**src/rtl/countdown_timer_pkg.sv**
```systemverilog
// Shared types and defaults for the countdown timer and its prescaler.
package countdown_timer_pkg;

   localparam int DEF_WIDTH = 4;
   localparam int DEF_PRE_W = 4;

   typedef enum logic [1:0] {
      IDLE = 2'd0,
      RUN  = 2'd1,
      HOLD = 2'd2,
      DONE = 2'd3
   } state_e;

endpackage

```
**src/rtl/countdown_timer_prescaler.sv**
```systemverilog
// Divides clk into ticks: one tick every prescale+1 enabled cycles.
module tick_prescaler
   import countdown_timer_pkg::*;
#(
   parameter int PRE_W = DEF_PRE_W
) (
   input  logic             clk,
   input  logic             rst_n,
   input  logic             clear,
   input  logic             enable,
   input  logic [PRE_W-1:0] prescale,
   output logic             tick
);

   logic [PRE_W-1:0] cnt_q;

   // >= so that lowering prescale below the current phase ticks at once
   assign tick = enable && (cnt_q >= prescale);

   always_ff @(posedge clk or negedge rst_n) begin
      if (!rst_n) begin
         cnt_q <= '0;
      end else if (clear) begin
         cnt_q <= '0;
      end else if (enable) begin
         cnt_q <= tick ? '0 : cnt_q + 1'b1;
      end
   end

endmodule

```
**src/rtl/countdown_timer.sv**
```systemverilog
// Loadable countdown timer with pause, one-shot/periodic modes and a prescaler.
// Handshake: none; load_en/start/pause are sampled every edge, load_en > start > pause.
module countdown_timer
   import countdown_timer_pkg::*;
#(
   parameter int WIDTH = DEF_WIDTH,
   parameter int PRE_W = DEF_PRE_W
) (
   input  logic             clk,
   input  logic             rst_n,
   input  logic             load_en,
   input  logic [WIDTH-1:0] load_val,
   input  logic             start,
   input  logic             pause,
   input  logic             auto_reload,
   input  logic [PRE_W-1:0] prescale,
   output logic [WIDTH-1:0] count,
   output logic             busy,
   output logic             expired,
   output state_e           dbg_state
);

   state_e           state_q, state_d;
   logic [WIDTH-1:0] count_q, count_d;
   logic [WIDTH-1:0] reload_q, reload_d;
   logic             pend_q, pend_d;
   logic             busy_q, expired_q;
   logic             pre_clear, pre_en, tick;

   tick_prescaler #(.PRE_W(PRE_W)) u_prescaler (
      .clk      (clk),
      .rst_n    (rst_n),
      .clear    (pre_clear),
      .enable   (pre_en),
      .prescale (prescale),
      .tick     (tick)
   );

   always_comb begin
      state_d   = state_q;
      count_d   = count_q;
      reload_d  = reload_q;
      pend_d    = 1'b0;
      pre_clear = 1'b0;
      pre_en    = 1'b0;
      if (load_en) begin
         reload_d  = load_val;
         count_d   = load_val;
         pre_clear = 1'b1;
         state_d   = IDLE;
      end else if (start && (state_q == IDLE || state_q == DONE)) begin
         pre_clear = 1'b1;
         count_d   = reload_q;
         if (reload_q == '0) begin
            state_d = DONE;
            pend_d  = 1'b1;
         end else begin
            state_d = RUN;
         end
      end else if (pause && state_q == RUN) begin
         state_d = HOLD;
      end else if (!pause && state_q == HOLD) begin
         state_d = RUN;
      end else if (state_q == RUN) begin
         pre_en = 1'b1;
         if (tick) begin
            // terminal count: expired follows one cycle after count reaches 0/reload
            if (count_q > 1) begin
               count_d = count_q - 1'b1;
            end else if (auto_reload) begin
               count_d = reload_q;
               pend_d  = 1'b1;
            end else begin
               count_d = '0;
               state_d = DONE;
               pend_d  = 1'b1;
            end
         end
      end
   end

   always_ff @(posedge clk or negedge rst_n) begin
      if (!rst_n) begin
         state_q   <= IDLE;
         count_q   <= '0;
         reload_q  <= '0;
         pend_q    <= 1'b0;
         busy_q    <= 1'b0;
         expired_q <= 1'b0;
      end else begin
         state_q   <= state_d;
         count_q   <= count_d;
         reload_q  <= reload_d;
         pend_q    <= pend_d;
         busy_q    <= (state_d == RUN) || (state_d == HOLD);
         expired_q <= load_en ? 1'b0 : pend_q;
      end
   end

   assign count     = count_q;
   assign busy      = busy_q;
   assign expired   = expired_q;
   assign dbg_state = state_q;

endmodule

```
**config.mk**
```make
export PLATFORM = sky130hd
export DESIGN_NAME = countdown_timer
export DESIGN_NICKNAME = d
export VERILOG_FILES = /design/src/rtl/countdown_timer_pkg.sv /design/src/rtl/countdown_timer_prescaler.sv /design/src/rtl/countdown_timer.sv
export SDC_FILE = /design/constraint.sdc
export NUM_CORES = 1
export LEC_CHECK = 0
export ABC_AREA = 0
export CORE_UTILIZATION = 50
export DETAILED_ROUTE_END_ITERATION = 10
export PLACE_DENSITY = 0.78
export SYNTH_ARGS = -nofsm -noshare
export SYNTH_HDL_FRONTEND = slang
export SYNTH_SLANG_ARGS = --single-unit
```
**constraint.sdc**
```tcl
create_clock -name clk -period 3.2 [get_ports clk]
set_clock_uncertainty 0.05 [all_clocks]
set_input_delay 0.64 -clock clk [delete_from_list [all_inputs] [get_ports clk]]
set_output_delay 0.64 -clock clk [all_outputs]
set_load 0.005 [all_outputs]
```
; Word level (Yosys, flattened, before mapping)
; Index checks and enable logic that the tools add are counted.
[word_totals]
latchBits = 0
ram_bits = 0
in_bits = 14
mem_count = 0
mem_bits_ro = 0
reg_bits = 17
elab_cells = 67
out_inout_bits = 8
[classes]
order_cmp = 2
n_shift = 0
n_mul = 0
div_mod_pow = 0
n_eq_ne = 7
n_bitwise = 0
mux = 36
n_addsub = 2
n_reduce_logical = 13
[ops]
columns = cell, count
row1 = 4-bit two-way mux, 11
row2 = 2-bit two-way mux, 9
row3 = 1-bit two-way mux, 16
row4 = 2-bit == test (second input constant), 3
row5 = 3-bit != test (second input constant), 2
row6 = 3-bit nonzero test, 2
row7 = 4-bit by 1-bit adder with 4-bit output (second input constant), 1
row8 = 2-bit by 1-bit == test with 1-bit output (second input constant), 2
row9 = 4-bit >= comparator, 1
row10 = 4-bit by 1-bit > comparator with 1-bit output (second input constant), 1
row11 = 1-bit logical AND, 4
row12 = 4-bit logical NOT, 1
row13 = 4-bit AND reduction, 1
row14 = 4-bit by 1-bit subtractor with 4-bit output (second input constant), 1
row15 = 2-bit logical NOT, 1
row16 = 1-bit logical OR, 2
row17 = 2-bit nonzero test, 1
row18 = 1-bit logical NOT, 1

; Depth between registers and ports, before layout
[logic_depth]
word_depth = 15
mapped_depth = 7

; Modules after synthesis
; A second synthesis with hierarchy kept.
[unflattened]
cells_unflattened = 114
hier_area_um2 = 1076.0
[modules_own_cells]
columns = mod, cells_each, instances, area_per_inst_um2
row1 = countdown_timer, 79, 1, 734.5
row2 = tick_prescaler, 35, 1, 341.6

; Least setup slack after synthesis
; No wires, ideal clock.
[synth_timing]
path_type = input to register
start = input port prescale[0]
end = register state_q[0] (netlist: dbg_state[0])
required_ns = 3.013
setup_time_ns = 0.137
stages = 6
slack_ns = 1.123
arrival_ns = 1.890
path_cell_list = ha_1 -> nand2b_4 -> a2111oi_4 -> nor4_1 -> o31ai_1 -> a21oi_1
[synth_via]
elab_chain_len = 8
[synth_rtl]
columns = element, line
row1 = "start, declared", countdown_timer.sv:16  ; input logic [PRE_W-1:0] prescale,
row2 = 4-bit >= comparator, countdown_timer_prescaler.sv:18  ; assign tick = enable && (cnt_q >= prescale);
row3 = 1-bit logical AND, countdown_timer_prescaler.sv:18
row4 = 2-bit two-way mux, countdown_timer.sv:66  ; if (tick) begin
row5 = 2-bit two-way mux, countdown_timer.sv:64  ; end else if (state_q == RUN) begin
row6 = 2-bit two-way mux, countdown_timer.sv:62  ; end else if (!pause && state_q == HOLD) begin
row7 = 2-bit two-way mux, countdown_timer.sv:60  ; end else if (pause && state_q == RUN) begin
row8 = 2-bit two-way mux, countdown_timer.sv:51  ; end else if (start && (state_q == IDLE || state_q == DONE)) begin
row9 = 2-bit two-way mux, countdown_timer.sv:46  ; if (load_en) begin
row10 = net state_d[0], countdown_timer.sv:23  ; state_e state_q, state_d;
row11 = "end signal, assigned", countdown_timer.sv:91  ; state_q <= state_d;
row12 = "end, declared", countdown_timer.sv:23
; The timed path passes the listed nets, and every way through them passes these cells.
; A chain may end at the register's enable or synchronous reset.

; Final worst setup path
; Same ends and word-level chain as after synthesis.

==> impl_summary.log <==
INFO  metric insertedDiodeCount = 0
INFO  metric fin_area = 0.001361 mm^2
INFO  metric synth.cell_area = 0.001099 mm^2
INFO  metric mappedNetlistNets = 137
INFO  metric synth_edf_count = 0
INFO  metric critical_path_class = input pin to flip-flop
INFO  metric async_reset_ff_share = 100.0%
INFO  metric nNetsFinal = 161
INFO  metric post_synth_num_cell_types = 41
INFO  metric cts_setup_buffers = 0
INFO  metric crit_path_cell_trace = clkdlybuf4s50_1 > ha_1 > nand2b_4 > a2111oi_4 > nor4_1 > o31ai_1 > a21oi_1
INFO  metric detailedRoute.firstPassIterationCount = 4
INFO  metric post-route-min-period = 2323 ps
INFO  metric power.internal = 0.4508 mW
INFO  metric synthDominantCellAreaShare = between 30% and 40%
INFO  metric cts.repair.resized = 0
INFO  metric coreArea = 0.002022 mm^2
INFO  metric synth_top_cells_by_area = sky130_fd_sc_hd__dfrtp_1, sky130_fd_sc_hd__ha_1, sky130_fd_sc_hd__inv_1, sky130_fd_sc_hd__mux2_2, sky130_fd_sc_hd__nor4_1
INFO  metric rows = 16
INFO  metric h-tree-depth = 1
INFO  metric grt_start_max_net_pins = 18
INFO  metric critPathMaxStageDelay = approximately 430 ps
INFO  metric rsz0062_at_grt = false
INFO  metric commonest_cells_after_routing_fill_and_taps_aside = sky130_fd_sc_hd__clkdlybuf4s50_1, sky130_fd_sc_hd__dfrtp_1, sky130_fd_sc_hd__inv_1
INFO  metric detail_route.vias_per_cell = around 5.6
INFO  metric power_per_cell_area = around 510 mW/mm^2
INFO  metric crit_buf_inv = 1
INFO  metric timing.final.hold_violations = 0
INFO  metric track_usage = 20.45%
INFO  metric worst_path_dominant_cell_family = compound AO/OA/AOI/OAI gates
INFO  metric top_level_ports = 22
INFO  metric run_status = completed
INFO  metric grt_pass1_vias = 874
INFO  metric dr_total_vias = 922
INFO  metric final-seq-area = 425.4 um^2
INFO  metric final_layout_size_suffix_gt1_share = 8.759%
INFO  metric detailed_place_hpwl = 1.682 mm
INFO  metric gp_routability_congestion = about 0.86
INFO  metric initial_antenna_violation_count = 0
INFO  metric clk_pin_slew = roughly 100 ps
INFO  metric area.growth.synth_to_final = 23.92%
INFO  metric antenna_viol_nets_final = 0
INFO  metric fillerInstances = 159
INFO  metric root_buffer = sky130_fd_sc_hd__clkbuf_4
INFO  metric max_clock_freq = 0.4305 GHz
INFO  metric multi_input_area = 626.9 um^2
INFO  metric final-setup-viol-count = 0
INFO  metric peak_supply_drop = 0.3074 mV
INFO  metric worstSetupStartpointType = input pin
INFO  metric finalWirelength = 2.125 mm
INFO  metric setup_tns = 0 ps
INFO  metric design.die.area = 0.002389 mm^2
INFO  metric floorplan.die.height = a little under 50 um
INFO  metric postSynthAreaPerCell = 9.636 um^2
INFO  metric clock_insertion_delay_worst_skew = between 200 and 300 ps
INFO  metric worst_setup_path_startpoint = prescale[0]
INFO  metric commonest_non_fill_non_tap_cell_in_the_layout = sky130_fd_sc_hd__clkdlybuf4s50_1
INFO  metric post-route-period-util = 72.60%
INFO  metric dp_cells = 160
INFO  metric power.leakage = 0.5915 nW
INFO  metric switching_share = around a third
INFO  metric pre_cts_ws = 586.1 ps
INFO  metric timing.critical_path.arrival = ~2400 ps
INFO  metric number_of_sinks_handled_by_clock_tree_synthesis = 17
INFO  metric portBuffers = 21
INFO  metric ys_seq_elements = 17
INFO  metric maxCapViolCount = 0
INFO  metric floorplan.initialDensity = 54.33%
INFO  metric final.hold.worst_slack = 437.6 ps
INFO  metric first_pass_grt_wire_length = about 3.7 mm
INFO  metric synth-main-ff-cell = sky130_fd_sc_hd__dfrtp_1
INFO  metric min_path_type = flip-flop to flip-flop
INFO  metric clockBufferDepth = 2
INFO  metric power.share.combinational = between 40% and 50%
INFO  metric syn_inst = approximately 110
INFO  metric p_sw = 0.2448 mW
INFO  metric report.final.slew_viol_count = 0
INFO  metric cp.required = 3310 ps
INFO  metric worst_pin_slew = about 750 ps
INFO  metric design_power_total = 0.6956 mW
INFO  metric critPathSlowestCell = sky130_fd_sc_hd__a2111oi_4
INFO  metric max-slew-margin-rel = 50.09%
INFO  metric yosysSeqAreaShare = 38.72%
INFO  metric post-synth-top-area-cell = sky130_fd_sc_hd__dfrtp_1
INFO  metric crit_path_max_fanout = 5
INFO  metric drc = 0
INFO  metric finalCoreUtilization = 67.33%
INFO  metric p_clk_share = 16.6%
INFO  metric drt-initial-drc-count = 9
INFO  metric worstSetupEndpointType = flip-flop
INFO  metric tritoncts = done
INFO  metric final-instance-count-excl-fill = 164
INFO  metric yosys_warnings = 0
INFO  metric post_cts_hold_buffer_count = 0
INFO  metric hold_path_startpoint = pend_q
INFO  metric fp.dieW = 48.88 um
INFO  metric dpl-instance-area = 0.001334 mm^2
INFO  metric finalWorstSetupSlack = a little under 900 ps
INFO  metric average_wire_per_cell_in_the_routed_design = 12.96 um
INFO  metric globalRouteOverflowTotal = 0
INFO  metric r2r-start = dbg_state[0]
INFO  metric cts_inserted_buffers = 3
INFO  metric share_seq_of_total_power = 40.6%
-- state kept, by name, summed over array words and instances, names as in the netlist --
name,cells
reload_q,4
dbg_state,2
busy,1
count,4
pend_q,1
expired,1
u_prescaler.cnt_q,4
-- power by group through the flow --
| stage | logic [mW] | clock network [mW] | registers, mW |
|---|---|---|---|
| floorplan | 0.179 | 0 | 0.284 |
| global placement | 0.289 | 0 | 0.287 |
| detailed placement | 0.296 | 0 | 0.287 |
| CTS | 0.299 | 0.121 | 0.284 |
| global route | 0.334 | 0.136 | 0.290 |
| finish | 0.297 | 0.116 | 0.283 |
-- synthesized netlist by cell type, types with 3 or more instances --
master                      n
sky130_fd_sc_hd__dfrtp_1   17
sky130_fd_sc_hd__inv_1     10
sky130_fd_sc_hd__ha_1       9
sky130_fd_sc_hd__nand2_1    7
sky130_fd_sc_hd__nor2_1     6
sky130_fd_sc_hd__a21oi_1    5
sky130_fd_sc_hd__nor4_1     5
sky130_fd_sc_hd__o21ai_0    4
sky130_fd_sc_hd__o22ai_1    4
sky130_fd_sc_hd__mux2_2     3
sky130_fd_sc_hd__mux2i_1    3
sky130_fd_sc_hd__nand2b_1   3
sky130_fd_sc_hd__nor2b_1    3
-- per-layer routing --
metal	global-route usage [%]	vias up	part of all wire [%]	routed length [um]
li1	-	464	-	-
met1	25.25	430	46	975
met2	34.72	22	48	1030
met3	3.738	6	3.6	76
met4	8.824	0	2.0	43
met5	0	-	0	0
-- logic make-up (layout without fill, tap and decap cells) --
group	after synthesis	after routing	share of synthesized area, %
fa+ha+maj	9	9	10.25
mux	6	6	5.809
compound gates	32	32	21.41
xor+xnor	1	1	0.7974
buf+inv	12	35	4.214
simple gates	37	37	18.79
flops	17	17	38.72
-- layout make-up --
| class | count | share of cell area (%) |
|---|---|---|
| flip-flops and latches | 17 | 31.25 |
| repair buffers | 21 | 15.44 |
| inverters | 10 | 2.757 |
| clock buffers | 3 | 1.654 |
| clock inverters | 1 | 0.3676 |
| multi-input cells | 85 | 46.05 |
| well taps | 27 | 2.482 |
-- worst paths after layout --
kind / to / slack (ps) / depth (start not counted)
worst max register to register: dbg_state[0] / 1160 / 7
max in group asynchronous: u_prescaler.cnt_q[3] / 1900 / 1
worst max-delay path: dbg_state[0] / 880 / 7
worst min register to register: expired / 440 / 1
worst min-delay path: expired / 440 / 1
min in group asynchronous: busy / 730 / 1
Note: power is estimated with default switching activity, not from simulation.
==> patch 1: new RTL, same flow settings <==
Register the input `prescale` before use, without a reset. The logic sees it one clock later. The other inputs are not delayed to match. Comments in the files are not updated.
--- a/src/rtl/countdown_timer.sv
+++ b/src/rtl/countdown_timer.sv
@@ -22,2 +22,8 @@
 
+   logic [PRE_W-1:0] prescale_q;
+
+   always_ff @(posedge clk) begin
+      prescale_q <= prescale;
+   end
+
    state_e           state_q, state_d;
@@ -34,3 +40,3 @@
       .enable   (pre_en),
-      .prescale (prescale),
+      .prescale (prescale_q),
       .tick     (tick)
Formal check against the unedited RTL: not equivalent (a bounded check fails within 4 cycles, from zero or initial values and one cycle with rst_n low).
==> patch 1 against the original RTL <==
  * Power increased by 11%
  * Wire length increased by 16%
  * Area after synthesis increased by 8.0%
  * Sequential share of layout area increased by 3.6 points
  * Global-route usage increased by 2.5 points
  * Cell area increased by 6.5%
  * Sequential cell count increased by 4
  * Worst setup slack got worse by 34 ps
==> patch 1: results (changes against the original RTL) <==
run_status: "complete, no violations"
ys_seq_area_share_pct: 42.62  # +3.9 points
globalRouteTotalUtil_pct: 22.91  # +2.5 points
clock_insertion_delay_worst_skew_ps: 310  # +20 ps
route.final.wire_length_um: 2456  # +16%
count_of_filler_cells_inserted_in_the_layout: 200  # +26%
clk_transition_reported_paths_ps: 120  # +20 ps
wl_met3_um: 92  # +21%
routed_via_density: 5.905  # +5.0%
critical_path.max_fanout: 16  # +11
worst_hold_path.num_cells: 1  # unchanged
share_of_final_layout_standard_cells_stronger_than_drive_strength_1_pct: 9.929  # +1.2 points
pre_cts_setup_slack_ps: 602.6  # +16.50 ps
synth_nets: 141  # +2.9%
async_reset_ff_share_pct: 80.95  # -19 points
grt_pass1_wl_um: 4347  # +17%
synthesis.instances: 118  # +3.5%
detailedPlacementHpwl_um: 1886  # +12%
worst_pin_slew_ps: 749.8  # +3.473 ps
power.ir.vdd_worst_v: 0.0004188  # +36%
power_leakage_nw: 0.6258  # +5.8%
place_congestion: 0.9116  # +6.2%
grt_use_met3_pct: 3.939  # +0.20 points
grt.met2_usage_pct: 39.11  # +4.4 points
synth_top_cells_by_area: "dfrtp_1 (36%), ha_1 (9.5%), dfxtp_1 (6.8%)"
critical-path-max-stage-delay_ps: 710  # +280 ps
global_route.usage.met1_pct: 27.60  # +2.4 points
worst_ep_arrival_time_ps: 2540  # +110 ps
critical-path-top-delay-family: "buffers and inverters"
number_of_global_route_vias_before_repair: 989  # +13%
met1_length_um: 1055  # +8.2%
routed-wl-met2_um: 1242  # +21%
## patch 1: cell types whose count changed after synthesis
cell     before  now
nor3b_1       1    0
dfxtp_1       0    4
nor2_1        6    5
nor2_2        1    2
nor3b_2       0    1
## patch 1: path summary, 6_finish.rpt
check	slack (ps)	start	endpoint
worst min register to register	440	pend_q	expired
worst min-delay path	440	pend_q	expired
max in group asynchronous	1930	rst_n	count[0]
min in group asynchronous	710	rst_n	busy
worst max-delay path	840	load_en	dbg_state[0]
worst max register to register	1090	dbg_state[0]	dbg_state[0]
## patch 1: power by group
| group | leakage, nW | internal (mW) | switching [mW] |
|---|---|---|---|
| sequential | 0.252 | 0.303 | 0.0349 |
| combinational | 0.356 | 0.153 | 0.147 |
| clock | 0.0177 | 0.0468 | 0.0856 |
## patch 1: logic make-up after synthesis
logic type	synth area share (%)
adders and majority gates	9.494
xor gates and xnor gates	0.7385
buffers and inverters	3.903
muxes	5.380
DFF	42.62
AOI/OAI and AO/OA	19.83
and+or+nand+nor	18.04
## patch 1: layout make-up
type | instances | area share [%]
Timing Repair Buffer | 21 | 14.50
Tap cell | 28 | 2.416
Clock buffer | 3 | 1.553
Clock inverter | 1 | 0.3451
Inverter | 10 | 2.588
Sequential cell | 21 | 34.86
Multi-Input combinational cell | 85 | 43.74
## patch 1: metrics by stage
step	instance area [um^2]	util (%)	total power [mW]	hold slack, ps
after global routing	1450	64.93	0.8285	466.5
after global placement	1423	63.70	0.6353	428.3
final	1450	64.93	0.7698	438.4
after floorplan	1186	-	0.5174	294.4
after detailed placement	1423	63.70	0.6401	412.5
after CTS	1450	64.93	0.7719	441.6
==> patch 2: new RTL, same settings <==
Made on the original files. Set the package constant `DEF_WIDTH` to 6 (it was 4).
--- a/src/rtl/countdown_timer_pkg.sv
+++ b/src/rtl/countdown_timer_pkg.sv
@@ -3,3 +3,3 @@
 
-   localparam int DEF_WIDTH = 4;
+   localparam int DEF_WIDTH = 6;
    localparam int DEF_PRE_W = 4;
Ports: changed (resized count and load_val); port bits go from 22 to 26. No check against the original RTL was run, so the function may have changed too.
==> patch 2 against the original RTL <==
  * Worst hold slack got worse by 2.1 ps
  * Utilization is 1.8 points lower
  * Area after synthesis grew 21%
  * Combinational power is 25% higher
  * Worst setup slack worse by 110 ps
  * Power rose by 24%
  * Cell area grew 20%
  * Sequential power up 29%
  * Highest routed layer unchanged
  * Wire length increased by 30%
  * Non-clock buffer count increased by 5
  * Final cell count up 20%
  * Critical endpoint is now count[5]
  * Sequential cell count increased by 4
  * Register-to-register slack worse by 240 ps
==> patch 2: results (changes against the original RTL) <==
muxShareOfSynthArea_pct: 3.403  # -2.4 points
cts_made_buffers: 3  # unchanged
synth_top_flop_cell: "dfrtp_1"
ys_seq_area_share_pct: 39.70  # +0.97 points
yosys.area_share.adder_pct: 8.507  # -1.7 points
syn_to_final_growth_pct: 23.72
post-place-cells: 192  # +20%
post_cts.repair.setup_buffers: 0  # unchanged
antenna_found_initial: 0  # unchanged
vias: 1135  # +23%
count_of_filler_cells_inserted_in_the_layout: 217  # +36%
grt_pass1_wl_um: 4422  # +19%
synth_area_per_cell_um2: 9.593  # -0.46%
synth_cell_types: 40  # -2.4%
critical-path-max-stage-delay_ps: 560  # +130 ps
final_min_period_over_clock_period_pct: 76.09  # +3.5 points
power.ir.vdd_worst_v: 0.0003872  # +26%
detailedPlacementHpwl_um: 2183  # +30%
pre_cts_setup_slack_ps: 444.6  # -141.6 ps
post_cts_resized: 0  # unchanged
insertedDiodeCount: 0  # unchanged
clock_insertion_delay_worst_skew_ps: 300
number_of_global_route_vias_before_repair: 1045  # +20%
timing.hold.ws_ps: 435.5  # -2.106 ps
globalRouteTotalUtil_pct: 21.73  # +1.3 points
cell_internal_pwr_uw: 544.4  # +21%
cts-root-to-sink-buffers: 2  # unchanged
buffers_on_ports: 25  # +19%
yosys-top-cells-count: "dfrtp_1 (21), nand2_1 (14), nor2_1 (13), inv_1 (12), ha_1 (9)"
reg2reg_setup_slack_ps: 920  # -240 ps
slew_headroom_pct: 38.74  # -11 points
drt_pre_antenna_iters: 8  # +4
grt_start_max_net_pins: 22  # +4
cts.root.buffer_cell: "clkbuf_4"
crit_path_top_delay_cell: "or4_1"
cap_viol_max_count: 0  # unchanged
routed_via_density: 5.791  # +3.0%
finish.net_count: 192  # +19%
drt_first_iter_violations: 33  # +24
cts-htree-levels: 1  # unchanged
synth_top_cells_by_area: "dfrtp_1 (40%), ha_1 (8.5%), nand2_1 (4.0%)"
power_leakage_nw: 0.6951  # +18%
async_reset_ff_share_pct: 100.0  # unchanged
synth_nets: 163  # +19%
routed_wire_length_per_instance_um: 14.12  # +9.0%
share_of_final_layout_standard_cells_stronger_than_drive_strength_1_pct: 10.24  # +1.5 points
synth_compound_area_share_pct: 22.12  # +0.70 points
yosysWarningCount: 0  # unchanged
run_status: "complete, no violations"
placed_area_um2: 1612  # +21%
holdCritPathClass: "flop to flop"
synth_xor_area_share_pct: 1.985  # +1.2 points
clk_transition_reported_paths_ps: 110
worst_ep_arrival_time_ps: 2570  # +140 ps
place_congestion: 0.8449  # -1.6%
critical_path.max_fanout: 6  # +1
## patch 2: kinds of logic (layout without fill, tap and decap cells)
family | Yosys count | in the layout
adders and majority gates | 9 | 9
xor gates and xnor gates | 3 | 3
and+or+nand+nor | 52 | 52
muxes | 4 | 4
buffers and inverters | 14 | 42
AOI/OAI and AO/OA | 35 | 35
DFF | 21 | 21
## patch 2: power by group through the flow
stage / clock, mW / sequential (mW) / combinational (mW)
floorplan: 0 / 0.362 / 0.224
global placement: 0 / 0.367 / 0.360
detailed placement: 0 / 0.370 / 0.370
CTS: 0.130 / 0.366 / 0.372
global route: 0.142 / 0.375 / 0.410
finish: 0.125 / 0.365 / 0.371
## patch 2: layout make-up
| cell class | instances | share of cell area (%) |
|---|---|---|
| multi-input combinational | 103 | 45.53 |
| sequential | 21 | 32.09 |
| timing repair buffer | 26 | 15.74 |
| inverter | 12 | 2.750 |
| tap | 30 | 2.292 |
| clock buffer | 4 | 1.604 |
## patch 2: worst paths after layout
kind | start | end | depth (start not counted)
worst max-delay path | prescale[0] | count[5] | 7
min in group asynchronous | rst_n | reload_q[0] | 1
max in group asynchronous | rst_n | u_prescaler.cnt_q[3] | 1
worst min-delay path | pend_q | expired | 1
worst min register to register | pend_q | expired | 1
worst max register to register | dbg_state[0] | busy | 7
## patch 2: layer usage
layer | global-route usage (%) | vias to the layer above | wire length, um
met3 | 2.874 | 5 | 144
li1 | - | 566 | -
met1 | 26.58 | 532 | 1222
met2 | 38.13 | 32 | 1360
met4 | 7.895 | 0 | 39
met5 | 0 | - | 0
## patch 2: critical path, delay by kind of cell
family,cells,cell delay [ps]
buffers and inverters,1,410
adders and majority gates,1,270
and+or+nand+nor,2,700
AOI/OAI and AO/OA,3,540
